### src/rtl/up_down_counter.sv
// Structural up/down counter: one T flip-flop per bit, toggled by a ripple
// carry (up) or borrow (down) chain. Wraps silently in both directions.

module udc_t_ff (
  input  logic clk,
  input  logic rst,
  input  logic t,
  output logic q
);

  always_ff @(posedge clk or negedge rst) begin
    if (!rst) begin
      q <= 1'b0;
    end else begin
      q <= q ^ t;
    end
  end

endmodule

module up_down_counter #(
  parameter int WIDTH = 3
) (
  input  logic             clk,
  input  logic             rst,
  input  logic             mode,
  output logic [WIDTH-1:0] count
);

  logic [WIDTH-1:0] q;
  logic [WIDTH-1:0] up_chain;
  logic [WIDTH-1:0] dn_chain;
  logic [WIDTH-1:0] toggle;

  // Chain bit i is true when every lower bit is 1 (up) or 0 (down), so
  // bit i flips exactly when the lower bits are about to carry or borrow.
  assign up_chain[0] = 1'b1;
  assign dn_chain[0] = 1'b1;

  genvar i;
  generate
    for (i = 1; i < WIDTH; i++) begin : g_chain
      assign up_chain[i] = up_chain[i-1] &  q[i-1];
      assign dn_chain[i] = dn_chain[i-1] & ~q[i-1];
    end

    for (i = 0; i < WIDTH; i++) begin : g_bit
      assign toggle[i] = mode ? up_chain[i] : dn_chain[i];

      udc_t_ff u_tff (
        .clk (clk),
        .rst (rst),
        .t   (toggle[i]),
        .q   (q[i])
      );
    end
  endgenerate

  assign count = q;

endmodule

### config.mk
export PLATFORM = sky130hd
export DESIGN_NAME = up_down_counter
export DESIGN_NICKNAME = d
export VERILOG_FILES = /design/src/rtl/up_down_counter.sv
export SDC_FILE = /design/constraint.sdc
export NUM_CORES = 1
export LEC_CHECK = 0
export ABC_CLOCK_PERIOD_IN_PS = 1000
export CAP_MARGIN = 40
export CORE_AREA = 4 4 41 43
export DETAILED_ROUTE_END_ITERATION = 12
export DIE_AREA = 0 0 45 47
export GPL_TIMING_DRIVEN = 0
export PLACE_DENSITY = 0.3
export SLEW_MARGIN = 25
export SYNTH_ARGS = -nofsm -noshare
export SYNTH_HDL_FRONTEND = slang
export SYNTH_HIERARCHICAL = 1
export SYNTH_SLANG_ARGS = --single-unit
export TNS_END_PERCENT = 1
### constraint.sdc
create_clock -name clk -period 1 [get_ports clk]
set_input_delay 0.25 -clock clk [delete_from_list [all_inputs] [get_ports clk]]
set_output_delay 0.25 -clock clk [all_outputs]
set_load 0.01 [all_outputs]
; Word-level counts from Yosys, hierarchy flattened
; Cells that the tools add are included.
; W data, S select, Z words.
[word_totals]
reg_bits = 3
in_bits = 3
out_inout_bits = 3
elab_cells = 11
[classes]
n_bitwise = 6
muxes = 2
[op_table]
columns = cell, n
row1 = $and A1 B1 Y1, 2
row2 = $mux W1, 2
row3 = $not A1 Y1, 2
row4 = $xor A1 B1 Y1, 2

; Depth between registers and ports, before layout
[logic_depth]
word_depth = 4
depth_mapped = 3
depth_no_buf = 3

; By module
; The synthesis kept the hierarchy.
[by_module_without_submodules]
columns = module, n_inst, seq_area_each_um2, area_each_um2, cells_per_inst
row1 = udc_t_ff, 3, 25.0, 33.8, 2
row2 = up_down_counter, 1, 0.0, 27.5, 5

; Worst setup path after synthesis
; OpenSTA, ideal clock, no wires.
[synth_path]
path_type = reg-to-reg
from = reg g_bit[0].u_tff.q
to = reg g_bit[2].u_tff.q
required_time_ns = 0.921
synth_period_minus_slack_ns = 1.063
arrival_ns = 0.984
path_stages_with_launch = 4
n_path_buf = 0
setup_time_ns = 0.079
path_slack_ns = -0.063
path_cell_list = dfrtp_1 -> or3_1 -> nand2_1 -> xor2_1
[synth_between]
elab_chain_cells = 4
elab_cells_between_ends = 5
classes_between = mux (1) / bitwise (4)
[synth_rtl]
columns = element, line
row1 = start: declaration, 8  ; output logic q
row2 = start signal: assignment, 15  ; q <= q ^ t;
row3 = $not A1 Y1 (no source line), --
row4 = $and A1 B1 Y1, 44  ; assign dn_chain[i] = dn_chain[i-1] & ~q[i-1];
row5 = $mux W1 (*), 48  ; assign toggle[i] = mode ? up_chain[i] : dn_chain[i];
row6 = named net toggle[2], 33  ; logic [WIDTH-1:0] toggle;
row7 = $xor A1 B1 Y1 (*), 15
row8 = end signal: assignment, 15
row9 = end: declaration, 8
; The timed path passes the listed nets; every way through them passes the cells marked *.

; Final worst setup path
[layout_path]
from = reg g_bit[0].u_tff.q
to = out count[0]
[layout_lines]
columns = element, line
row1 = end: declaration, 27  ; output logic [WIDTH-1:0] count
; No word-level cell between the ends.

==> metrics <==
status=finished with violations; violated checks=setup timing; VDD IR max=about 1.1 mV; Core ar.=about 0.0013 mm²; reg2reg setup slack=-0.02 ns; CP max-delay cell=dfrtp_2; largest net degree at the start of global routing=5; Final Non-Filler Cells=38; Clock Latency Late Sink=approximately 0.23 ns; most frequent cells in the layout=clkbuf_4, xor2_1, buf_4; crit-path cells=buf_2; clk slew on worst S/H paths=around 0.04 ns; DRT iter0 DRCs=2; Switching Power=between 0.2 and 0.3 mW; initial antenna violation count=0; number of global-route vias before repair=128; H-tree levels=1; Final setup viols=3; critical path peak fanout=4; Synth Register Bits=3; min-delay worst type=input port to async pin; RSZ-0062 raised after global routing=yes; die area=around 0.0021 mm²; fin crit share=1.03; row count=13; fill count=~150; clock share of power=0.259; share of cells above drive strength 1=0.435; grt total ovfl=0; final core occ=0.183; pre-CTS setup slack=-0.391 ns; Die X-Extent=45 µm; Die H=approximately 47 µm; GR peak layer=met4; PwrDens=3420 mW/mm²; Vias per Instance=a little under 3; Power Internal=approximately 0.55 mW; Yosys warnings=6; CP Capture Type=output pin; Setup Crit Path Kind=flop to output pin; Logic pwr share=0.442; average wire per standard cell=7.68 µm; total track usage=0.0396; sequential power share=0.299; CP arrival=0.78 ns; CTS Hold Bufs=0; post-synthesis cell area=129 µm²; Unique masters post-synth=7; Avg Cell Area, Syn=~12 µm²; global-route wire length before repair=between 500 and 600 µm; routing usage on met3=0.0230; Syn-to-layout area delta=84.5%; largest registers=g_bit.u_tff/q: 3 flops; Critical Path RT=~0.75 ns; Final WS setup=-0.0280 ns; Final Hold Viols=0; area of the multi-input gates=between 50 and 60 µm²; Sink Count=3; GR Layer Usage met2=0.0424; I/O pin total=6; M1 GR Usage=0.0459; post-synthesis sequential area ratio=0.583; Routed Antenna Nets=0; Static Leak=roughly 0.11 nW; clock skew=roughly 0.0016 ns; Ant. Diodes=0; f_max=slightly below 1 GHz; starting density of the core=0.0990; Max Root-Sink Buffers=2; Final nets=27; Sw Share=0.320; clk root buf=clkbuf_4; Mapped Nets=14; register area=76.3 µm²; largest reg by FF count=g_bit.u_tff/q; max reg flops=3; Power, Total=roughly 0.81 mW; max cap viols=0; drt total wl=approximately 290 µm; Critical Path Max Stage Delay=just over 0.4 ns; routed vias=between 100 and 150; Post-route DRC=0; CP delay by family, top=flip-flops; Synth Instances=11; total CTS buffers=3; Worst Path Buf+Inv=1; GPL Wtd Cong=~0.62; cell count after placement=31; setup TNS=-0.0468 ns; fin crit period=1.03 ns; Setup crit start kind=flop; Pins Over Slew Limit=0; drt pass-1 iters=2; CTS tree=yes; IO buf count=5
==> path summary, 6_finish.rpt <==
kind / to / startpoint / cells past startpoint
setup / recovery: count[0] / g_bit[0].u_tff/q$_DFF_PN0_ / 1
hold / removal: g_bit[2].u_tff/q$_DFF_PN0_ / rst / 1
setup reg to reg: g_bit[2].u_tff/q$_DFF_PN0_ / g_bit[1].u_tff/q$_DFF_PN0_ / 3
hold reg to reg: g_bit[2].u_tff/q$_DFF_PN0_ / g_bit[2].u_tff/q$_DFF_PN0_ / 1
max in group asynchronous: g_bit[0].u_tff/q$_DFF_PN0_ / rst / 1
min in group clk: g_bit[2].u_tff/q$_DFF_PN0_ / g_bit[2].u_tff/q$_DFF_PN0_ / 1
==> metrics by stage <==
stage,area [µm²],hold WS [ns]
after global placement,199,0.451
after floorplan,130,-0.0456
after global routing,238,0.199
after CTS,224,0.190
after detailed placement,199,0.441
final,238,0.198
==> cells by family after synthesis <==
family,Yosys count,share of synthesized area
other cells,1,0.0291
simple gates,3,0.116
xor+xnor,4,0.272
flops,3,0.583
==> cell usage after synthesis (all sizes together) <==
library cell,instances,share of area
dfrtp,3,0.58
xor2,3,0.20
conb,1,0.029
nand2,1,0.029
nand3,1,0.039
or3,1,0.049
xnor2,1,0.068
==> cell type report <==
type	count	share of cell area
clock buffers	4	0.111
repair buffers	8	0.263
multi-input cells	8	0.226
well taps	15	0.0789
flip-flops and latches	3	0.321
==> power groups by stage <==
stage	logic (mW)	registers (mW)	clock network, mW
finish	0.359	0.242	0.210
global placement	0.285	0.264	0
detailed placement	0.286	0.264	0
floorplan	0.101	0.287	0
global route	0.398	0.251	0.235
CTS	0.306	0.243	0.224
==> per-layer routing <==
layer | share of wire | vias to the layer above | wire, µm
met5 | 0 | - | 0
met4 | 0 | 0 | 0
met3 | 0.058 | 0 | 17
met2 | 0.44 | 4 | 129
met1 | 0.50 | 51 | 145
li1 | - | 58 | -
==> repair_timing <==
item,4_1_cts,5_1_grt
setup buffers,2,1
setup endpoints to repair,4,5
gates resized for setup,13,1
pin swaps,3,2
Note: power is estimated with default switching activity, not from simulation.
